[src/rtl/seg7_scan_ctrl_if.sv]
// Signal bundle between the value producer/encoder side and the seven-segment scan controller.
interface seg7_scan_ctrl_if;
    logic [15:0] value;
    logic        load;
    logic [3:0]  digit_en;
    logic        lzb;
    logic [3:0]  dp_in;
    logic [3:0]  nib;
    logic [6:0]  seg_in;
    logic [3:0]  an;
    logic [6:0]  seg;
    logic        dp;
    logic        frame_tick;

    modport master (
        output value, load, digit_en, lzb, dp_in, seg_in,
        input  nib, an, seg, dp, frame_tick
    );

    modport slave (
        input  value, load, digit_en, lzb, dp_in, seg_in,
        output nib, an, seg, dp, frame_tick
    );
endinterface

[src/rtl/seg7_scan_ctrl.sv]
// Four-digit common-anode seven-segment scan controller.
// The display value is latched into the shadow register only on frame boundaries, so a frame never mixes two values.
module seg7_scan_ctrl #(
    parameter int unsigned REFRESH_DIV  = 100000,
    parameter int unsigned BLANK_CYCLES = 1000
) (
    input  logic            clk,
    input  logic            rst_n,
    seg7_scan_ctrl_if.slave bus
);
    localparam int unsigned      CNT_W   = $clog2(REFRESH_DIV);
    localparam logic [CNT_W-1:0] CNT_MAX = CNT_W'(REFRESH_DIV - 1);

    logic [CNT_W-1:0] cnt;
    logic [1:0]       idx;
    logic [15:0]      pending;
    logic [15:0]      shadow;
    logic             started;

    logic slot_end_c;
    logic frame_end_c;
    logic lead_zero_c;
    logic blank_c;

    always_comb begin
        slot_end_c  = (cnt == CNT_MAX);
        frame_end_c = slot_end_c && (idx == 2'd3);
    end

    // Digit idx is a leading zero when it and every higher nibble are zero; digit 0 never qualifies.
    always_comb begin
        lead_zero_c = 1'b0;
        case (idx)
            2'd1:    lead_zero_c = (shadow[15:4]  == 12'h000);
            2'd2:    lead_zero_c = (shadow[15:8]  == 8'h00);
            2'd3:    lead_zero_c = (shadow[15:12] == 4'h0);
            default: lead_zero_c = 1'b0;
        endcase
    end

    always_comb begin
        blank_c = (32'(cnt) < BLANK_CYCLES)
               || !bus.digit_en[idx]
               || (bus.lzb && lead_zero_c);
    end

    assign bus.nib = 4'(shadow >> {idx, 2'b00});

    // Scan counters and value capture; a load in the boundary cycle itself goes straight to shadow.
    always_ff @(posedge clk or negedge rst_n) begin
        if (!rst_n) begin
            cnt     <= '0;
            idx     <= 2'd0;
            pending <= 16'h0000;
            shadow  <= 16'h0000;
            started <= 1'b0;
        end else begin
            cnt <= slot_end_c ? '0 : cnt + CNT_W'(1);
            if (slot_end_c) begin
                idx <= idx + 2'd1;
            end
            if (bus.load) begin
                pending <= bus.value;
            end
            if (frame_end_c) begin
                shadow  <= bus.load ? bus.value : pending;
                started <= 1'b1;
            end
        end
    end

    // Pin register: everything shown after an edge reflects the scan state held before it.
    always_ff @(posedge clk or negedge rst_n) begin
        if (!rst_n) begin
            bus.an         <= 4'b1111;
            bus.seg        <= 7'b111_1111;
            bus.dp         <= 1'b1;
            bus.frame_tick <= 1'b0;
        end else begin
            bus.an         <= blank_c ? 4'b1111 : ~(4'b0001 << idx);
            bus.seg        <= blank_c ? 7'b111_1111 : bus.seg_in;
            bus.dp         <= blank_c ? 1'b1 : ~bus.dp_in[idx];
            bus.frame_tick <= started && (cnt == '0) && (idx == 2'd0);
        end
    end
endmodule

[src/flat_wrapper.sv]
// flat-port wrapper written by rule: the top's interface ports become plain ports
module seg7_scan_ctrl_flat 
#(
    parameter int unsigned REFRESH_DIV  = 100000,
    parameter int unsigned BLANK_CYCLES = 1000
)
  (clk, rst_n, bus_value, bus_load, bus_digit_en, bus_lzb, bus_dp_in, bus_seg_in, bus_nib, bus_an, bus_seg, bus_dp, bus_frame_tick);
  seg7_scan_ctrl_if bus_i ();
  input  logic clk;
  input  logic rst_n;
  input wire logic [$bits(bus_i.value)-1:0] bus_value;
  input wire logic [$bits(bus_i.load)-1:0] bus_load;
  input wire logic [$bits(bus_i.digit_en)-1:0] bus_digit_en;
  input wire logic [$bits(bus_i.lzb)-1:0] bus_lzb;
  input wire logic [$bits(bus_i.dp_in)-1:0] bus_dp_in;
  input wire logic [$bits(bus_i.seg_in)-1:0] bus_seg_in;
  output wire logic [$bits(bus_i.nib)-1:0] bus_nib;
  output wire logic [$bits(bus_i.an)-1:0] bus_an;
  output wire logic [$bits(bus_i.seg)-1:0] bus_seg;
  output wire logic [$bits(bus_i.dp)-1:0] bus_dp;
  output wire logic [$bits(bus_i.frame_tick)-1:0] bus_frame_tick;
  assign bus_i.value = bus_value;
  assign bus_i.load = bus_load;
  assign bus_i.digit_en = bus_digit_en;
  assign bus_i.lzb = bus_lzb;
  assign bus_i.dp_in = bus_dp_in;
  assign bus_i.seg_in = bus_seg_in;
  assign bus_nib = bus_i.nib;
  assign bus_an = bus_i.an;
  assign bus_seg = bus_i.seg;
  assign bus_dp = bus_i.dp;
  assign bus_frame_tick = bus_i.frame_tick;
  seg7_scan_ctrl #(.REFRESH_DIV(REFRESH_DIV), .BLANK_CYCLES(BLANK_CYCLES)) u_core (.clk(clk), .rst_n(rst_n), .bus(bus_i));
endmodule
[config.mk]
export PLATFORM = sky130hd
export DESIGN_NAME = seg7_scan_ctrl_flat
export DESIGN_NICKNAME = d
export VERILOG_FILES = /design/src/rtl/seg7_scan_ctrl_if.sv /design/src/rtl/seg7_scan_ctrl.sv /design/src/flat_wrapper.sv
export SDC_FILE = /design/constraint.sdc
export NUM_CORES = 1
export LEC_CHECK = 0
export BUFFER_PORTS_ARGS = -buffer_cell sky130_fd_sc_hd__buf_2
export CORE_MARGIN = 2
export CORE_UTILIZATION = 55
export CTS_CLUSTER_SIZE = 40
export DETAILED_ROUTE_END_ITERATION = 8
export PLACE_DENSITY_LB_ADDON = 0.25
export SETUP_SLACK_MARGIN = 0.1
export SLEW_MARGIN = 30
export SYNTH_ARGS = -nofsm -noshare
export SYNTH_HDL_FRONTEND = slang
export SYNTH_SLANG_ARGS = --single-unit
[constraint.sdc]
create_clock -name clk -period 3.1 [get_ports clk]
set_input_delay 0.465 -clock clk [delete_from_list [all_inputs] [get_ports clk]]
set_output_delay 0.465 -clock clk [all_outputs]
set_load 0.01 [all_outputs]
==> out/summary.log <==
qor: outcome.result_of_the_run finished, final reports clean
qor: clock_network.h-tree-depth 3
qor: synthesis.ys.warnings.count 0
qor: synthesis.synth.cells.most_frequent sky130_fd_sc_hd__dfrtp_1 (53), sky130_fd_sc_hd__mux2_2 (23), sky130_fd_sc_hd__inv_1 (15)
qor: sta.rsz0062_at_grt false
qor: layout.drive_gt1_frac 0.430
qor: clock_network.cts_tree yes
qor: job.max_cap_violations 0
qor: power.finalPower 1.81 mW
qor: clock_network.post-cts-setup-buffer-count 0
qor: global_routing.grt-ovfl-total 0
qor: power.power_density 523 mW/mm^2
qor: synthesis.asyncSetResetFlopFracSynth 1.00
qor: synthesis.synth_most_common_cell sky130_fd_sc_hd__dfrtp_1
qor: clock_network.cts_num_sinks 65
qor: floorplanning.core_area 0.00511 sq mm
qor: clock_network.clk_root_buffer_cell sky130_fd_sc_hd__clkbuf_8
qor: synthesis.yosys.area.top_type_share 0.457
qor: global_routing.grt_util_all_layers 0.209
qor: critical_path.startpoint_type flop
qor: critical_path.biggest_fanout_along_the_worst_timing_path 17
qor: placed_design.place_worst_setup_slack 0.832 ns
qor: sta.timing_worst_slew_pin_value 0.764 ns
qor: placed_design.gpl.final_weighted_congestion 0.787
qor: global_routing.first_global_vias 1915
qor: synthesis.syn-instance-count 218
qor: layout.final_core_utilization 0.677
qor: sta.clock_skew 0.00700 ns
qor: layout.area_delta_synth_final 19.1%
qor: layout.antennaDiodeCount 0
qor: sta.final-setup-viol-count 0
qor: sta.setup-tns-final 0 ns
qor: power.cellLeakagePower 1.59 nW
qor: route.antenna_violating_nets_post_route 0
qor: sta.clock.fmax 438 MHz
qor: synthesis.ys_ff_latch 65
qor: route.drt-total-wl 5440 um
qor: synthesis.mapped_nets 259
qor: power.max-vdd-ir-drop 0.295 mV
qor: layout.nFillCells 384
qor: power.p_comb_frac 0.057
qor: critical_path.worst_ep_required_time 3.32 ns
qor: synthesis.synth_edf_count 0
qor: floorplanning.ioPinCount 52
qor: clock_network.post_cts_resized 0
qor: sta.final_critical_path_setup_slack 0.817 ns
qor: critical_path.timing.setup.critical_path_class reg2reg
qor: critical_path.timing.critical_path.from u_core.cnt[11]
qor: sta.final-max-slew-violation-count 0
qor: layout.finish.net_count 314
qor: global_routing.initial_antenna_violation_count 0
qor: clock_network.clkLatencyLatePin 0.33 ns
qor: clock_network.cts-root-to-sink-buffers 2
qor: critical_path.cp_data_arrival_time 2.50 ns
qor: route.routed_wire_length_per_instance 15.7 um
qor: sta.post-route-period-util 0.737
qor: power.pwr-share-seq 0.495
qor: sta.maxSlewHeadroom 0.491
qor: synthesis.synth.yosys.seq_area_share 0.566
qor: route.dr_total_vias 1914
qor: synthesis.postSynth.topFlopCell sky130_fd_sc_hd__dfrtp_1
qor: synthesis.synth_area 0.00290 sq mm
qor: global_routing.gr-usage-met2 0.327
qor: floorplanning.initial_utilization 0.568
qor: power.switching_share 0.196
qor: floorplanning.die-height 76.7 um
qor: global_routing.gr-max-usage-layer met2
qor: synthesis.synth_area_leaders sky130_fd_sc_hd__dfrtp_1 (46%), sky130_fd_sc_hd__dfstp_2 (11%), sky130_fd_sc_hd__mux2_2 (8.9%)
qor: floorplanning.dieArea 0.00588 sq mm
qor: route.drt_pass_1_iters 4
qor: floorplanning.core.rowCount 26
qor: power.clock_power_share 0.448
qor: global_routing.use_met3 0.0671
qor: power.switching_pwr 0.355 mW
qor: route.route.detailed.vias_per_inst 5.52
qor: global_routing.first_pass_grt_wire_length 9420 um
qor: global_routing.grt_start_max_net_pins 35
qor: floorplanning.chipWidth 76.7 um
qor: synthesis.synth.avg_cell_area 13.3 sq um
qor: route.first_iter_violations 95
qor: synthesis.synth.distinct_cells 33
qor: route.drc_errors 0
qor: min_path.hold_class in2async
qor: power.internal_power 1.45 mW
qor: synthesis.yosysTopAreaCell sky130_fd_sc_hd__dfrtp_1
qor: global_routing.globalRouteMet1Util 0.271
qor: clock_network.tritoncts.num_buffers 9
qor: critical_path.endpoint_kind flop
qor: sta.finalCriticalPeriod 2.28 ns
qor: critical_path.worstReg2RegStart u_core.cnt[11]
qor: placed_design.io_buffer_count 51
qor: sta.final_hold_viol_count 0
qor: placed_design.detailedPlacementHpwl 3860 um
qor: clock_network.clock_pin_transition_on_the_worst_setup_and_hold_timing_paths 0.07 ns
qor: clock_network.cts.hold.buffers_added 0
==> logic make-up (layout without fill, tap and decap cells) <==
logic type	Yosys count	count (layout)	synth area share
XOR/XNOR	14	14	0.0422
multiplexers	39	39	0.186
AND/OR/NAND/NOR	54	54	0.109
adder cells (fa/ha/maj)	6	6	0.0259
flip-flops	65	65	0.566
AO/OA/AOI/OAI	17	17	0.0397
buffers and inverters	23	82	0.0323
==> cells in the final DEF (no fill, tap or decap), types with 2 or more instances in the layout <==
cell | netlist | final
sky130_fd_sc_hd__nor4_1 | 6 | 6
sky130_fd_sc_hd__xor2_1 | 5 | 5
sky130_fd_sc_hd__o21ai_0 | 3 | 3
sky130_fd_sc_hd__o211ai_1 | 10 | 10
sky130_fd_sc_hd__buf_2 | 0 | 51
sky130_fd_sc_hd__nand2_1 | 8 | 8
sky130_fd_sc_hd__nor3_1 | 3 | 3
sky130_fd_sc_hd__mux2_2 | 23 | 23
sky130_fd_sc_hd__dfstp_2 | 12 | 12
sky130_fd_sc_hd__xnor2_1 | 9 | 9
sky130_fd_sc_hd__nand4_1 | 6 | 6
sky130_fd_sc_hd__or4_1 | 3 | 3
sky130_fd_sc_hd__or3_1 | 5 | 5
sky130_fd_sc_hd__a21oi_1 | 2 | 2
sky130_fd_sc_hd__mux4_2 | 6 | 6
sky130_fd_sc_hd__nand3_1 | 6 | 6
sky130_fd_sc_hd__mux2_4 | 9 | 9
sky130_fd_sc_hd__ha_1 | 6 | 6
sky130_fd_sc_hd__inv_1 | 15 | 15
sky130_fd_sc_hd__bufinv_16 | 0 | 2
sky130_fd_sc_hd__clkbuf_8 | 0 | 12
sky130_fd_sc_hd__nor2_1 | 10 | 10
sky130_fd_sc_hd__dfrtp_1 | 53 | 53
==> routing by layer <==
metal | vias to the layer above | wire length [um] | part of all wire
met3 | 12 | 277 | 0.051
met5 | - | 0 | 0
li1 | 883 | - | -
met4 | 0 | 107 | 0.020
met2 | 63 | 2580 | 0.47
met1 | 956 | 2480 | 0.46
==> per-stage QoR <==
step | area, sq um | hold WS (ns) | cells
final | 3460 | 0.204 | 347
after global routing | 3460 | 0.249 | 347
after CTS | 3460 | 0.212 | 347
after detailed placement | 3230 | 0.489 | 332
after global placement | 3230 | 0.481 | 332
after floorplan | 2900 | 0.169 | 218
==> area by class of cell <==
cell class,instances,area [sq um],share of cell area
Timing Repair Buffer,52,275,0.0796
Clock buffer,13,169,0.0489
Inverter,15,56.3,0.0163
Sequential cell,65,1640,0.475
Tap cell,70,87.6,0.0253
Multi-Input combinational cell,130,1170,0.338
Clock inverter,2,60.1,0.0174
==> final timing paths <==
kind                            depth (start not counted)           endpoint  slack (ns)
min in group clk                                        3  u_core.bus.seg[2]        0.35
worst min register to register                          1  u_core.pending[3]        0.50
max in group asynchronous                               2  u_core.bus.seg[1]        2.20
worst min-delay path                                    1  u_core.pending[6]        0.20
worst max-delay path                                    4  u_core.shadow[15]        0.82
worst max register to register                          4  u_core.shadow[15]        0.82
==> registers in the layout, summed over array words and instances, names as in the netlist <==
register,flops
u_core.idx,2
u_core.bus.an,4
u_core.bus.seg,7
u_core.cnt,17
u_core.shadow,16
u_core.bus.frame_tick,1
u_core.bus.dp,1
u_core.pending,16
u_core.started,1
==> power by group through the flow <==
stage	logic (mW)	registers, mW	clock network [mW]
6_report	0.102	0.895	0.809
5_1_grt	0.115	0.897	0.865
4_1_cts	0.106	0.894	0.826
3_5_place_dp	0.104	0.909	0
3_3_place_gp	0.102	0.907	0
2_1_floorplan	0.0532	0.904	0
==> worst max-delay path, cell delays in order, from the launching register on <==
cell and delay, ns:
sky130_fd_sc_hd__dfrtp_1 0.43, sky130_fd_sc_hd__or4_4 0.58, sky130_fd_sc_hd__nor4_4 0.51, sky130_fd_sc_hd__nand2_4 0.27
sky130_fd_sc_hd__mux2_4 0.37
(Power assumes the default switching activity.)
